### src/rtl/rs_issue_pick.sv
// Oldest-ready issue picker for one reservation station: an age matrix ranks the
// entries, and the winning entry's packet goes into a single-entry rs2 register.
package rs_issue_pick_pkg;

  typedef struct packed {
    logic [7:0] opcode;
    logic [5:0] rob_id;
    logic [6:0] pdst;
    logic [6:0] psrc1;
    logic [6:0] psrc2;
  } t_uinstr_iss;

endpackage

module rs_issue_pick
  import rs_issue_pick_pkg::*;
#(
  parameter int NUM_ENTRIES = 8,
  parameter int CNT_W       = 32
) (
  input  logic                                clk,
  input  logic                                reset,
  input  logic        [NUM_ENTRIES-1:0]       e_alloc_rs0,
  input  logic        [NUM_ENTRIES-1:0]       e_req_issue_rs1,
  input  t_uinstr_iss [NUM_ENTRIES-1:0]       e_issue_pkt_rs1,
  output logic        [NUM_ENTRIES-1:0]       e_gnt_issue_rs1,
  output logic                                iss_valid_rs2,
  output t_uinstr_iss                         iss_pkt_rs2,
  input  logic                                iss_rdy_rs2,
  output logic        [CNT_W-1:0]             issued_cnt
);

  // older_q[i][j] = 1 means entry i was allocated before entry j.
  logic [NUM_ENTRIES-1:0][NUM_ENTRIES-1:0] older_q, older_d;
  logic [NUM_ENTRIES-1:0]                  winner;
  logic [NUM_ENTRIES-1:0]                  gnt;
  logic                                    can_issue;
  logic                                    any_gnt;
  t_uinstr_iss                             pick_pkt;

  logic                                    iss_valid_q;
  t_uinstr_iss                             iss_pkt_q;
  logic [CNT_W-1:0]                        issued_cnt_q;

  // A newly allocated entry becomes the youngest: everyone is older than it.
  always_comb begin
    // NOTE: full default assignment first, so no path leaves a bit unassigned and no latch is inferred.
    older_d = older_q;
    for (int k = 0; k < NUM_ENTRIES; k++) begin
      if (e_alloc_rs0[k]) begin
        for (int i = 0; i < NUM_ENTRIES; i++) begin
          if (i != k) begin
            older_d[i][k] = 1'b1;
            older_d[k][i] = 1'b0;
          end
        end
      end
    end
  end

  // Entry i loses to any requester that is older, or of equal age with a lower index.
  always_comb begin
    winner = '0;
    for (int i = 0; i < NUM_ENTRIES; i++) begin
      winner[i] = e_req_issue_rs1[i];
      for (int j = 0; j < NUM_ENTRIES; j++) begin
        if (j != i && e_req_issue_rs1[j] &&
            (older_q[j][i] || (!older_q[i][j] && (j < i)))) begin
          winner[i] = 1'b0;
        end
      end
    end
  end

  assign can_issue = ~iss_valid_q | iss_rdy_rs2;
  assign gnt       = reset ? (winner & {NUM_ENTRIES{can_issue}}) : '0;
  assign any_gnt   = |gnt;

  always_comb begin
    pick_pkt = '0;
    for (int i = 0; i < NUM_ENTRIES; i++) begin
      if (gnt[i]) pick_pkt = e_issue_pkt_rs1[i];
    end
  end

  always_ff @(posedge clk or negedge reset) begin
    if (!reset) begin
      // NOTE: the age matrix is flop-based and tiny, so it is cleared on reset like any other state.
      older_q      <= '0;
      iss_valid_q  <= 1'b0;
      iss_pkt_q    <= '0;
      issued_cnt_q <= '0;
    end else begin
      // NOTE: non-blocking assignments keep every register sampling pre-edge values.
      older_q <= older_d;
      if (any_gnt) begin
        iss_pkt_q    <= pick_pkt;
        iss_valid_q  <= 1'b1;
        issued_cnt_q <= issued_cnt_q + CNT_W'(1);
      end else if (iss_rdy_rs2) begin
        iss_valid_q  <= 1'b0;
      end
    end
  end

  assign e_gnt_issue_rs1 = gnt;
  assign iss_valid_rs2   = iss_valid_q;
  assign iss_pkt_rs2     = iss_pkt_q;
  assign issued_cnt      = issued_cnt_q;

`ifndef SYNTHESIS
  a_alloc_onehot0: assert property (@(posedge clk) disable iff (!reset)
    $onehot0(e_alloc_rs0));
  a_gnt_onehot0: assert property (@(posedge clk) disable iff (!reset)
    $onehot0(e_gnt_issue_rs1));
  a_no_alloc_on_gnt: assert property (@(posedge clk) disable iff (!reset)
    (e_alloc_rs0 & e_gnt_issue_rs1) == '0);
  a_gnt_subset_req: assert property (@(posedge clk) disable iff (!reset)
    (e_gnt_issue_rs1 & ~e_req_issue_rs1) == '0);
`endif

endmodule
### config.mk
export PLATFORM = sky130hd
export DESIGN_NAME = rs_issue_pick
export DESIGN_NICKNAME = d
export VERILOG_FILES = /design/src/rtl/rs_issue_pick.sv
export SDC_FILE = /design/constraint.sdc
export NUM_CORES = 1
export LEC_CHECK = 0
export BUFFER_PORTS_ARGS = -buffer_cell sky130_fd_sc_hd__buf_2
export CORE_AREA = 2 2 147 149
export DETAILED_ROUTE_END_ITERATION = 6
export DIE_AREA = 0 0 149 151
export GPL_TIMING_DRIVEN = 0
export PLACE_DENSITY = 0.63
export SLEW_MARGIN = 20
export SYNTH_ARGS = -nofsm -noshare
export SYNTH_HDL_FRONTEND = slang
export SYNTH_SLANG_ARGS = --single-unit
### constraint.sdc
create_clock -name clk -period 3.1 [get_ports clk]
set_input_delay 0.93 -clock clk [delete_from_list [all_inputs] [get_ports clk]]
set_output_delay 0.93 -clock clk [all_outputs]
set_load 0.005 [all_outputs]
==> impl_metrics.csv, run 1 <==
group,metric,value,unit
clock_tree,cts_tree,"built",
synth,ys.warnings.count,0,
setup_path,crit_path_end_kind,"primary output",
power_and_ir_drop,p_per_area,551,nW/um2
grt,grt-ovfl-total,0,
clock_tree,clock_latency,0.43,ns
setup_path,start_kind,"primary input",
grt,grt_pass1_vias,7350,
floorplan,die_area,22500,um2
synth,synth.area.top_cells,"dfrtp_1, a22oi_1, a221o_1",
setup_path,cp_max_fo,9,
synth,synth_flop_cell,"dfrtp_1",
timing,max_slew_margin,48.3,%
clock_tree,hold_buffers,0,
drt,via_per_inst,5.40,
setup_path,required,2.17,ns
timing,layout_setup_ws,-0.0116,ns
synth,syn_area,6670,um2
floorplan,core,20800,um2
synth,yosys-top-cells-count,"dfrtp_1, nor2_1, a22oi_1",
cells_and_area,fin_area,10100,um2
power_and_ir_drop,power,5.59,mW
run,cap_violations,0,
synth,synth_most_common_cell,"dfrtp_1",
status,outcome,"complete, but fails checks",
cells_and_area,num_antenna_cells,0,
timing,clock_skew,0.0173,ns
floorplan,fp.dieW,149,um
drt,wirelength,31600,um
clock_tree,root_buffer,"clkbuf_16",
placement,hpwl,22700,um
floorplan,row_count,53,
drt,route.detailed.drc,0,
setup_path,path_class,"in -> out",
clock_tree,clk_pin_slew_worst_paths,0.06,ns
placement,gp_congestion,0.854,
placement,io_buffers,369,
timing,finalSetupTns,-0.0335,ns
timing,finalCritPeriodShare,100,%
synth,syn_nets,1026,
timing,min_period,3.11,ns
synth,synth-seq-cells,124,
synth,synth_edf_count,0,
clock_tree,htree_levels,4,
synth,synthDominantCellAreaShare,46.5,%
grt,grt_pass1_wl,44400,um
timing,fmax,321,MHz
placement,post-place-cells,1372,
timing,rsz0062_at_grt,"yes",
synth,avgSynthCellArea,9.19,um2
grt,grt_antenna_before_repair,0,
timing,finalHoldViolCount,0,
timing,slew_viol_final,0,
cells_and_area,fillers,2049,
drt,dr.pass1.iters,7,
cells_and_area,synthToLayoutAreaGrowth,52.1,%
cells_and_area,final_core_util,48.7,%
status,violations,"negative setup slack",
drt,drt_iter0_markers,513,
power_and_ir_drop,irDropWorstVdd,0.369,mV
synth,yosysSeqAreaShare,46.5,%
cells_and_area,num-nets-final,1443,
synth,synth_cell_type_count,41,
setup_path,crit_arrival,2.18,ns
floorplan,start_util,32.0,%
drt,num_vias,7734,
worst_hold_path,hp-class,"in -> async",
clock_tree,cts_buffers,17,
cells_and_area,fin_cells,1431,
floorplan,io-pin-count,375,
cells_and_area,drive_gt1_share,41.0,%
grt,grt_usage,26.8,%
floorplan,die_h,151,um
clock_tree,clock_sinks,124,
grt,grt_max_degree,45,
timing,setup_viol,3,
timing,tightestPinTransition,0.770,ns
synth,synth_cells,726,
synth,yosysTopAreaCell,"dfrtp_1",
power_and_ir_drop,p_leak,5.05,nW
clock_tree,cts_buffer_depth,2,
placement,post_dp_cell_area,8940,um2
synth,async_flop_share,100,%
drt,ant_nets,0,
drt,avgRoutedWirePerCell,22.1,um
[kinds of logic after synthesis]
logic type | synth area share (%)
flip-flops | 46.5
XOR/XNOR | 4.07
buffers and inverters | 5.29
AO/OA/AOI/OAI | 28.9
adder cells (fa/ha/maj) | 0.188
AND/OR/NAND/NOR | 15.0
[worst paths after layout]
kind	cells after the start	start	to	slack, ns
setup reg to reg	11	older_q[24]	iss_pkt_rs2[30]	0.33
hold / removal	1	reset	iss_pkt_rs2[18]	0.32
setup / recovery	7	e_req_issue_rs1[7]	e_gnt_issue_rs1[4]	-0.01
min in group clk	1	older_q[10]	older_q[10]	0.47
hold reg to reg	1	older_q[10]	older_q[10]	0.47
max in group asynchronous	2	reset	issued_cnt[4]	2.20
[layout by cell type, fill, tap and decap left out, types with 31 or more instances in the layout]
cell type  Yosys  routed
a22oi_1       73      72
xnor2_1       31      31
dfrtp_1      124     124
nand2_1       52      51
buf_2          6     367
buf_4          0      31
o21ai_0       44      44
a221o_1       36      36
a31oi_1       34      34
a21oi_1       44      44
nor2_1        79      79
[layout make-up]
type	count	area, um2	area share, %
clock inverters	8	154	1.52
well taps	275	344	3.39
clock buffers	24	502	4.94
repair buffers	401	2280	22.5
multi-input cells	522	3350	33.0
inverters	27	109	1.07
flip-flops and latches	124	3100	30.6
plain buffers	50	305	3.01
[worst max-delay path: stages]
cell     delay (ns)
buf_4          0.16
a22oi_2        0.17
nand3_2        0.15
nor4_4         0.36
buf_4          0.19
buf_8          0.11
buf_2          0.10
[timing repair]
action	CTS	global route
buffers inserted	17	8
gates cloned	4	1
pin swaps	10	12
resized for setup	49	20
setup endpoints to repair	76	48
[report_power, final]
| group | internal, mW | switching [mW] |
|---|---|---|
| Combinational | 0.616 | 0.666 |
| Sequential | 1.91 | 0.188 |
| Clock | 1.46 | 0.749 |
| Total | 3.99 | 1.60 |
[per-layer routing]
metal | vias to the layer above | routed length (um) | GRT usage (%) | part of all wire (%)
met2 | 403 | 15200 | 44.4 | 48
met4 | 0 | 716 | 7.76 | 2.3
met1 | 3734 | 13100 | 35.3 | 41
met5 | - | 0 | 0 | 0
li1 | 3553 | - | - | -
met3 | 44 | 2640 | 6.11 | 8.4
[flip-flops by register name (all words and copies together), names as in the netlist]
name and count:
older_q 56, iss_valid_rs2 1, iss_pkt_rs2 35, issued_cnt 32
[stage by stage]
stage / hold slack, ns / setup WS (ns)
2_1_floorplan: 0.441 / 0.00709
3_3_place_gp: 0.453 / -3.75
5_1_grt: 0.306 / -0.0699
3_5_place_dp: 0.461 / -1.72
6_report: 0.320 / -0.0116
4_1_cts: 0.335 / -0.0638
Power figures use the tool's default switching activity.
==> run 2, diff against run 1 <==
BUFFER_PORTS_ARGS = not set   (was -buffer_cell sky130_fd_sc_hd__buf_2)
CORE_AREA = 2 2 148 150   (was 2 2 147 149)
DIE_AREA = 0 0 150 152   (was 0 0 149 151)
DONT_BUFFER_PORTS = 1   (was not set)
MAX_ROUTING_LAYER = met4   (was not set)
PLACE_DENSITY = 0.47   (was 0.63)
==> impl_metrics.csv, run 2 (synthesized netlist as in run 1, its figures left out) <==
group,metric,value,unit
status,outcome,"finished clean",
drt,wirelength,30000,um
power_and_ir_drop,p_per_area,620,nW/um2
drt,route.detailed.drc,0,
placement,place_ws,-0.816,ns
grt,grt_usage,26.4,%
timing,rsz0062_at_grt,"yes",
clock_tree,cts_tree,"built",
timing,finalCritPeriodShare,98.7,%
clock_tree,cts_buffers,17,
grt,grt-ovfl-total,0,
timing,max_slew_margin,47.8,%
power_and_ir_drop,p_leak,3.32,nW
timing,setup_viol,0,
setup_path,required,2.17,ns
setup_path,crit_path_end_kind,"primary output",
placement,post_dp_cell_area,7060,um2
timing,finalHoldViolCount,0,
drt,via_per_inst,6.12,
cells_and_area,final_cell_mix,"dfrtp_1, nor2_1, a22oi_1",
floorplan,start_util,31.2,%
clock_tree,clock_sinks,124,
cells_and_area,top_register,"older_q",
drt,avgRoutedWirePerCell,28.4,um
placement,gp_congestion,0.907,
cells_and_area,fillers,2202,
setup_path,path_class,"in -> out",
placement,hpwl,22800,um
grt,grt_pass1_wl,42100,um
floorplan,row_count,54,
floorplan,die_area,22800,um2
drt,ant_nets,0,
drt,drt_iter0_markers,500,
cells_and_area,final_common_cell,"dfrtp_1",
cells_and_area,num-nets-final,1060,
floorplan,die_h,152,um
cells_and_area,synthToLayoutAreaGrowth,18.2,%
clock_tree,root_buffer,"clkbuf_16",
clock_tree,htree_levels,4,
drt,dr.pass1.iters,5,
grt,grt_max_degree,130,
floorplan,io-pin-count,375,
setup_path,start_kind,"primary input",
setup_path,crit_arrival,2.13,ns
clock_tree,cts_buffer_depth,2,
clock_tree,clk_pin_slew_worst_paths,0.05,ns
timing,tightestPinTransition,0.776,ns
cells_and_area,fin_area,7880,um2
cells_and_area,drive_gt1_share,10.6,%
timing,clock_skew,0.0130,ns
worst_hold_path,hp-class,"in -> async",
clock_tree,clock_latency,0.42,ns
cells_and_area,largest_register_ffs,56,
grt,grt_antenna_before_repair,2,
floorplan,fp.dieW,150,um
timing,slew_viol_final,0,
run,cap_violations,0,
power_and_ir_drop,irDropWorstVdd,0.369,mV
drt,num_vias,6459,
placement,io_buffers,0,
setup_path,cp_max_fo,10,
timing,layout_setup_ws,0.0402,ns
timing,fmax,327,MHz
floorplan,core,21400,um2
timing,min_period,3.06,ns
grt,grt_pass1_vias,6555,
## run 2: cell count changes in the layout (fill, tap and decap cells not counted), moves of 3 or more
cell / before / now
clkinv_2: 0 / 4
clkbuf_4: 0 / 5
buf_4: 31 / 13
clkbuf_8: 7 / 4
bufinv_16: 4 / 1
buf_2: 367 / 4
inv_2: 4 / 1
bufbuf_16: 4 / 0
inv_1: 21 / 24
## run 2: cell type report
cell class / count / area [um2] / share of cell area (%)
multi-input combinational: 522 / 3300 / 41.9
sequential: 124 / 3100 / 39.4
clock buffer: 22 / 464 / 5.89
tap: 280 / 350 / 4.44
buffer: 53 / 328 / 4.16
timing repair buffer: 15 / 129 / 1.63
inverter: 27 / 109 / 1.38
clock inverter: 10 / 91.3 / 1.16
antenna: 2 / 5.00 / 0.0635
## run 2: per-stage QoR
stage	TNS (ns)	hold slack [ns]	util (%)	cells	total power, mW
6_report	0	0.204	36.9	1055	4.89
3_5_place_dp	-41.77	0.461	33.1	1007	3.00
3_3_place_gp	-83.43	0.455	33.0	1006	2.98
5_1_grt	-0.0148	0.184	36.9	1055	5.16
2_1_floorplan	0	0.441	-	726	2.60
4_1_cts	0	0.189	36.7	1049	4.94
## run 2: per-layer routing
layer  global-route usage [%]  up-vias  routed length (um)
met5                        -        -                   0
met4                     7.50        0                 828
met3                     11.8       54                3690
met2                     41.3      398               14100
met1                     30.7     3232               11300
li1                         -     2775                   -
## run 2: final timing paths
kind                             start                 end  cells after the start  slack, ns
setup / recovery           iss_rdy_rs2  e_gnt_issue_rs1[6]                      5       0.04
max in group asynchronous        reset     iss_pkt_rs2[16]                      0       2.74
setup reg to reg           older_q[25]     iss_pkt_rs2[19]                     12       0.18
min in group clk           older_q[31]         older_q[31]                      1       0.48
hold / removal                   reset          older_q[3]                      0       0.20
hold reg to reg            older_q[31]         older_q[31]                      1       0.48
## run 2: timing repair
action | CTS | global route
setup endpoints to repair | 68 | 26
cloned | 1 | 0
setup buffers | 9 | 4
pin swaps | 8 | 7
gates resized for setup | 32 | 8
hold buffers | 0 | 0
## run 2: worst max-delay path: stages
cell and delay [ns]:
nand2b_2 0.23, o211ai_1 0.15, nor4_2 0.38, clkbuf_8 0.23, clkbuf_4 0.21
## run 2: where the power goes
group | switching, mW | internal, mW | total, mW
Sequential | 0.436 | 1.91 | 2.35
Combinational | 0.364 | 0.292 | 0.656
Clock | 0.745 | 1.14 | 1.89
Total | 1.54 | 3.34 | 4.89
